File: src/rtl/qupls_decode_out_queue.sv
// Decode-output FIFO: holds decoded instruction, precision code and PC
// between the decoders and rename, with flush and registered-only in_ready.
module qupls_decode_out_queue #(
  parameter int DEPTH = 4,
  parameter int IW    = 64,
  parameter int PW    = 3,
  parameter int PCW   = 32
) (
  input  logic                     clk,
  input  logic                     rst,
  input  logic                     flush,
  input  logic                     in_valid,
  output logic                     in_ready,
  input  logic [IW-1:0]            in_instr,
  input  logic [PW-1:0]            in_prec,
  input  logic [PCW-1:0]           in_pc,
  output logic                     out_valid,
  input  logic                     out_ready,
  output logic [IW-1:0]            out_instr,
  output logic [PW-1:0]            out_prec,
  output logic [PCW-1:0]           out_pc,
  output logic [$clog2(DEPTH):0]   count
);

  localparam int AW = $clog2(DEPTH);
  localparam int CW = AW + 1;
  localparam logic [CW-1:0] FULL = CW'(DEPTH);

  logic [IW-1:0]  instr_mem [DEPTH];
  logic [PW-1:0]  prec_mem  [DEPTH];
  logic [PCW-1:0] pc_mem    [DEPTH];
  logic [AW-1:0]  rd_ptr;
  logic [AW-1:0]  wr_ptr;
  logic           enq;
  logic           deq;

  // in_ready looks only at registered occupancy, so a full queue stays closed
  // even when rename drains the head in the same cycle.
  assign in_ready  = !rst && (count != FULL);
  assign out_valid = (count != '0);
  assign enq       = in_valid && in_ready;
  assign deq       = out_valid && out_ready;

  assign out_instr = instr_mem[rd_ptr];
  assign out_prec  = prec_mem[rd_ptr];
  assign out_pc    = pc_mem[rd_ptr];

  always_ff @(posedge clk) begin
    if (rst) begin
      rd_ptr <= '0;
      wr_ptr <= '0;
      count  <= '0;
      for (int unsigned i = 0; i < DEPTH; i++) begin
        instr_mem[i] <= '0;
        prec_mem[i]  <= '0;
        pc_mem[i]    <= '0;
      end
    end else if (flush) begin
      rd_ptr <= '0;
      wr_ptr <= '0;
      count  <= '0;
    end else begin
      if (enq) begin
        instr_mem[wr_ptr] <= in_instr;
        prec_mem[wr_ptr]  <= in_prec;
        pc_mem[wr_ptr]    <= in_pc;
        wr_ptr            <= wr_ptr + 1'b1;
      end
      if (deq) begin
        rd_ptr <= rd_ptr + 1'b1;
      end
      case ({enq, deq})
        2'b10:   count <= count + 1'b1;
        2'b01:   count <= count - 1'b1;
        default: count <= count;
      endcase
    end
  end

endmodule

File: config.mk
export PLATFORM = sky130hd
export DESIGN_NAME = qupls_decode_out_queue
export DESIGN_NICKNAME = d
export VERILOG_FILES = /design/src/rtl/qupls_decode_out_queue.sv
export SDC_FILE = /design/constraint.sdc
export NUM_CORES = 1
export LEC_CHECK = 0
export CAP_MARGIN = 40
export CORE_MARGIN = 8
export CORE_UTILIZATION = 45
export DETAILED_ROUTE_END_ITERATION = 8
export DONT_BUFFER_PORTS = 1
export GPL_TIMING_DRIVEN = 0
export PLACE_DENSITY_LB_ADDON = 0.25
export SETUP_SLACK_MARGIN = 0.15
export SYNTH_ARGS = -nofsm -noshare
export SYNTH_HDL_FRONTEND = slang
export SYNTH_SLANG_ARGS = --single-unit
File: constraint.sdc
create_clock -name clk -period 3.93 [get_ports clk]
set_input_delay 0.786 -clock clk [delete_from_list [all_inputs] [get_ports clk]]
set_output_delay 0.786 -clock clk [all_outputs]
set_load 0.005 [all_outputs]
==> key figures, run 1 <==
Status
  • Status: finished clean

Logic synthesis
  • Mean area per synthesized cell: 17.3 sq um
  • Synthesized cell area: between 15000 and 20000 sq um
  • Main synth FF type: edfxtp_1
  • Number of flops mapped to enable cells by yosys: 396
  • Most common cell in the synthesized netlist: edfxtp_1
  • Syn. warnings: 0
  • Syn Nets: 1113
  • Yosys top cell area share: 68.1%
  • Async SR Flop Fraction: 0%
  • Area contributors post-synth: edfxtp_1 (68%), mux4_2 (13%), and2_1 (12%)
  • Seq/Total Area, Yosys: 69.1%
  • Synth area leader: edfxtp_1
  • Post-synthesis instance total: 1007
  • #FFs+latches synth: ~400
  • Post-synth cell types: 33
  • Commonest cells post-synth: edfxtp_1 (396), and2_1 (331), mux4_2 (99)

Route
  • Post-Route WL: 39.8 mm
  • Initial DRC count: about 460
  • DR WL/cell: 24.7 um
  • DRT antenna net count: 0
  • Vias: ~8400
  • # DRC: 0
  • DRT Pass-1 Iters: 5
  • Vias per inst: 5.23

STA
  • Fin Setup TNS: 0 ps
  • Worst-Margin Slew: 838 ps
  • Fin. max-slew vios: 0
  • Final Hold Viols: 0
  • RSZ-0062 raised after global routing: no
  • Final setup vio count: 0
  • Fmax: 283 MHz
  • Final worst path period share: 89.9%
  • Clock skew: 10.6 ps
  • Headroom to the max-slew limit: 44.1%
  • Post-route minimum period: 3530 ps

Clock tree
  • Resize count post-CTS: 0
  • Clock-pin slew of the registers on the worst-case setup and hold paths: 60 ps
  • Post-CTS setup buffers: 0
  • Root Buffer: clkbuf_16
  • Hold Buf Count CTS: 0
  • Worst skew pair latency: 560 ps
  • CTS tree: yes
  • Clock buffer count from CTS: 43
  • TritonCTS sink count: 405
  • Clock Path Buffers: 3
  • H-Tree Depth: 2

Placement
  • Dpl hpwl: 25.5 mm
  • Port Buffers: 0
  • Routability-driven placement congestion ratio: 0.717
  • Placed cells: 1535

Final layout
  • Area Growth Syn to Fin: 12.9%
  • Final Util: 51.3%
  • Fillers: 3168
  • N_diodes: 0
  • Area of the multi-input gates: 5120 sq um
  • Layout Nets: ~1200
  • Non-filler instance count after layout: 1611
  • Register area: 12100 sq um
  • Layout cells sized above 1: about a quarter

Floorplanning
  • Row count: 72
  • Die area: ~45000 sq um
  • Die Y: around 210 um
  • Initial core utilization: 45.4%
  • # IOs: 208
  • Die W: 213 um
  • Core Box Area: 38500 sq um

Power and ir drop
  • Final Power: 9.43 mW
  • IR drop worst, VDD: 0.312 mV
  • PD cells: 478 nW/um^2
  • Leakage: 6.99 nW

Global route
  • First-pass GRT wire length: 59.3 mm
  • Largest net degree at the start of global routing: 45
  • Initial antenna violation count: 1
  • Congestion Overflow GR: 0
  • GRT Util Overall: 17.8%
  • Number of global-route vias before repair: 9024

Setup path
  • R2R Path Start: count[0]
  • Flop-to-flop setup slack: 640 ps
  • Crit Reg-Reg Endpoint: pc_mem[3][24]
  • CP Data Required Time: 3140 ps
  • Worst r2r path cells: 5
  • CP Class: flip-flop to output port
  • Crit path arrival time: between 2000 and 3000 ps
  • Critical Path Source Type: flip-flop
  • Type of element capturing the critical path: output port
  • Crit path max fanout: 10

Hold path
  • Worst Hold Launch: in_instr[22]
  • Hold crit path type: input port to flip-flop
  • Hold path cells: 1
  • Hold EP: instr_mem[1][22]

Job
  • Max_cap viols: 0
logic make-up after synthesis:
| kind of cell | after synthesis | share of synthesized area, % |
|---|---|---|
| adders and majority gates | 2 | 0.186 |
| AOI/OAI and AO/OA | 9 | 0.337 |
| xor gates and xnor gates | 4 | 0.201 |
| DFF | 405 | 69.1 |
| buffers and inverters | 68 | 1.69 |
| and+or+nand+nor | 420 | 15.7 |
| muxes | 99 | 12.8 |
sequential cells by signal (all words and copies together) (netlist names), named ones only:
name       flops
count          3
wr_ptr         2
rd_ptr         2
instr_mem    256
prec_mem      12
pc_mem       128
layout by cell type (no fill, tap or decap), types with 4 or more instances in the layout:
| cell type | n |
|---|---|
| edfxtp_1 | 396 |
| and2_1 | 331 |
| mux4_2 | 99 |
| and2_2 | 65 |
| clkbuf_16 | 45 |
| clkbuf_1 | 40 |
| clkbuf_2 | 19 |
| buf_2 | 13 |
| dfxtp_1 | 9 |
| clkinv_1 | 9 |
| nor2_1 | 8 |
| clkinv_2 | 6 |
| bufinv_16 | 5 |
| buf_12 | 5 |
| inv_1 | 4 |
per-layer routing:
metal / vias up / share of wire (%) / track usage (%)
met4: 0 / 2.2 / 4.76
met1: 4314 / 40 / 22.6
li1: 3848 / - / -
met3: 54 / 7.5 / 5.12
met5: - / 0 / 0
met2: 214 / 50 / 29.8
how the worst max path moves through the flow:
stage                         start          endpoint  slack [ps]  cells after the start
after floorplan                 rst   instr_mem[3][0]         410                      4
after global placement          rst     pc_mem[3][23]       -1600                      4
after detailed placement        rst  instr_mem[3][13]          60                      5
after CTS                 flip-flop         out_pc[9]         300                      4
after global routing      flip-flop         out_pc[9]         250                      4
final                     flip-flop         out_pc[9]         400                      4
worst max-delay path, cell delays in order, from the launching register on:
cell,delay (ps)
dfxtp_1,300
buf_2,280
buf_1,580
buf_1,560
mux4_2,450
layout make-up:
class	count	share of cell area [%]
sequential	405	61.2
multi-input combinational	534	25.9
clock buffer	55	5.90
tap	518	3.29
buffer	64	1.42
clock inverter	21	1.12
timing repair buffer	10	1.04
inverter	4	0.0761
power by group:
part | internal, mW | total (mW) | switching [mW]
Clock | 2.41 | 4.04 | 1.63
Sequential | 4.94 | 4.98 | 0.0480
Combinational | 0.159 | 0.400 | 0.240
metrics by stage:
stage,hold slack [ps],instance area [sq um],setup WS [ps]
after floorplan,485,17500,413
after global placement,508,18100,-1600
after detailed placement,520,18300,62.4
after CTS,385,19700,297
after global routing,384,19700,250
final,421,19700,398
(Power assumes the default switching activity.)
==> run 2: changes to the inputs <==
Settings changed: CAP_MARGIN 40 to not set, CORE_UTILIZATION 45 to 41.
==> key figures, run 2 (synthesis results as in run 1) <==
Status
  • Status: finished clean

STA
  • Fin. max-slew vios: 0
  • Worst-Margin Slew: about 1200 ps
  • Final Hold Viols: 0
  • Final setup vio count: 0
  • Headroom to the max-slew limit: a little over a fifth
  • RSZ-0062 raised after global routing: no
  • Clock skew: around 12 ps
  • Fmax: 290 MHz
  • Final worst path period share: 87.8%
  • Post-route minimum period: between 3000 and 4000 ps

Placement
  • Routability-driven placement congestion ratio: 0.721
  • Dpl hpwl: approximately 26 mm
  • Port Buffers: 0
  • Placed cells: 1554

Power and ir drop
  • Clock share of power: 41.4%
  • Leakage: 6.97 nW
  • Combinational fraction of design power: 4.4%
  • Seq pwr share: 54.1%
  • IR drop worst, VDD: between 0.3 and 0.4 mV
  • Switching pwr: 1.90 mW
  • Sw Ratio: 20.6%
  • Internal: around 7.3 mW
  • Final Power: 9.20 mW
  • PD cells: 468 nW/um^2

Clock tree
  • Clock-pin slew of the registers on the worst-case setup and hold paths: 60 ps
  • Clock Path Buffers: 3
  • Hold Buf Count CTS: 0
  • Root Buffer: clkbuf_16
  • Post-CTS setup buffers: 0
  • TritonCTS sink count: 405
  • Resize count post-CTS: 0
  • CTS tree: yes
  • Clock buffer count from CTS: 44
  • H-Tree Depth: 2
  • Worst skew pair latency: 560 ps

Floorplanning
  • # IOs: 208
  • Die W: 222 um
  • Row count: 75
  • Die area: 49500 sq um
  • Initial core utilization: 41.5%
  • Die Y: ~220 um
  • Core Box Area: between 40000 and 50000 sq um

Final layout
  • Area Growth Syn to Fin: 12.6%
  • Largest registers: instr_mem x256, pc_mem x128, prec_mem x12
  • N_diodes: 0
  • Most common library cell in the layout ignoring fill and taps: edfxtp_1
  • Non-filler instance count after layout: 1628
  • Commonest non-fill, non-tap cells in the layout: edfxtp_1 (396), and2_1 (331), mux4_2 (99), and2_2 (65), clkbuf_16 (45)
  • Fillers: roughly 3600
  • Max reg flops: 256
  • Layout cells sized above 1: 25.0%
  • Layout Nets: 1167
  • Register with the most flip-flops: instr_mem

Hold path
  • Hold crit path type: input port to flip-flop

Setup path
  • Worst r2r path cells: 6
  • Worst setup path start: count[0]
  • Critical Path Source Type: flip-flop
  • Crit Reg-Reg Endpoint: pc_mem[3][7]
  • R2R Path Start: count[0]
  • Crit path max fanout: 38
  • Flop-to-flop setup slack: 480 ps
  • CP Data Required Time: 4160 ps
  • CP Class: flip-flop to flip-flop
  • Crit path arrival time: between 3000 and 4000 ps
  • CP endpoint: pc_mem[3][7]
  • Type of element capturing the critical path: flip-flop

Route
  • Vias: 8470
  • Vias per inst: 5.20
  • Post-Route WL: 40.6 mm
  • Initial DRC count: 572
  • DR WL/cell: 24.9 um
  • DRT Pass-1 Iters: 5
  • # DRC: 0
  • DRT antenna net count: 0

Global route
  • Number of global-route vias before repair: 9068
  • First-pass GRT wire length: 60.5 mm
  • Largest net degree at the start of global routing: 51
  • GRT Util Overall: 16.5%
  • Congestion Overflow GR: 0
  • Initial antenna violation count: 1

Job
  • Max_cap viols: 0
==> run 2: cell count changes in the layout (fill, tap and decap cells not counted), moves of 2 or more <==
| cell | delta |
|---|---|
| bufinv_16 | -3 |
| buf_6 | -2 |
| buf_16 | +4 |
| clkinv_2 | +3 |
| buf_12 | -4 |
| clkbuf_1 | -2 |
==> run 2: worst min-delay path by stage <==
stage	slack, ps	start	cells after the start	endpoint
2_1_floorplan	480	rd_ptr[1]	2	flip-flop
3_3_place_gp	500	rd_ptr[1]	2	rd_ptr[1]
3_5_place_dp	520	rd_ptr[1]	2	flip-flop
4_1_cts	380	in_instr[25]	1	instr_mem[3][25]
5_1_grt	390	in_instr[31]	1	instr_mem[3][31]
6_report	420	in_instr[16]	1	instr_mem[3][16]
==> run 2: per-stage QoR <==
| step | utilization, % | setup TNS (ps) | setup WS (ps) | hold WS, ps | area (sq um) |
|---|---|---|---|---|---|
| 6_report | 46.8 | 0 | 478 | 424 | 19700 |
| 5_1_grt | 46.8 | 0 | 225 | 393 | 19700 |
| 4_1_cts | 46.8 | 0 | 187 | 380 | 19700 |
| 3_5_place_dp | 43.7 | -9660 | -139 | 515 | 18400 |
| 3_3_place_gp | 43.2 | -593010 | -1720 | 503 | 18100 |
| 2_1_floorplan | - | 0 | 413 | 485 | 17500 |
==> run 2: worst max-delay path, cell delays in order (launching register included) <==
cell and delay (ps):
dfxtp_1 570, nor3b_4 160, nor2_2 690, clkbuf_1 490, a31o_4 590, buf_16 300
buf_16 290
==> run 2: final cells by class <==
type	count	area (sq um)	share of cell area, %
Buffer	64	282	1.43
Clock buffer	53	1160	5.88
Tap cell	539	674	3.43
Sequential cell	405	12100	61.4
Inverter	4	15.0	0.0763
Multi-Input combinational cell	534	5120	26.0
Timing Repair Buffer	8	213	1.08
Clock inverter	21	143	0.725
==> run 2: per-layer routing <==
layer / vias up / track usage, % / share of wire (%)
met3: 48 / 5.32 / 7.4
met5: - / 0 / 0
met2: 218 / 27.7 / 50
li1: 3848 / - / -
met4: 0 / 4.84 / 2.0
met1: 4356 / 20.3 / 41
==> run 2: power by group through the flow <==
stage | Clock (mW) | Sequential [mW] | Combinational [mW]
2_1_floorplan | 0 | 5.06 | 0.259
3_3_place_gp | 0 | 5.09 | 0.391
3_5_place_dp | 0 | 5.08 | 0.426
4_1_cts | 3.92 | 4.99 | 0.426
5_1_grt | 4.07 | 5.00 | 0.445
6_report | 3.81 | 4.98 | 0.408
==> run 3: changes to the inputs <==
Settings changed: ABC_CLOCK_PERIOD_IN_PS set to 3930.
==> results of run 3 <==
Final layout, timing and power as in run 2 (identical DEF).
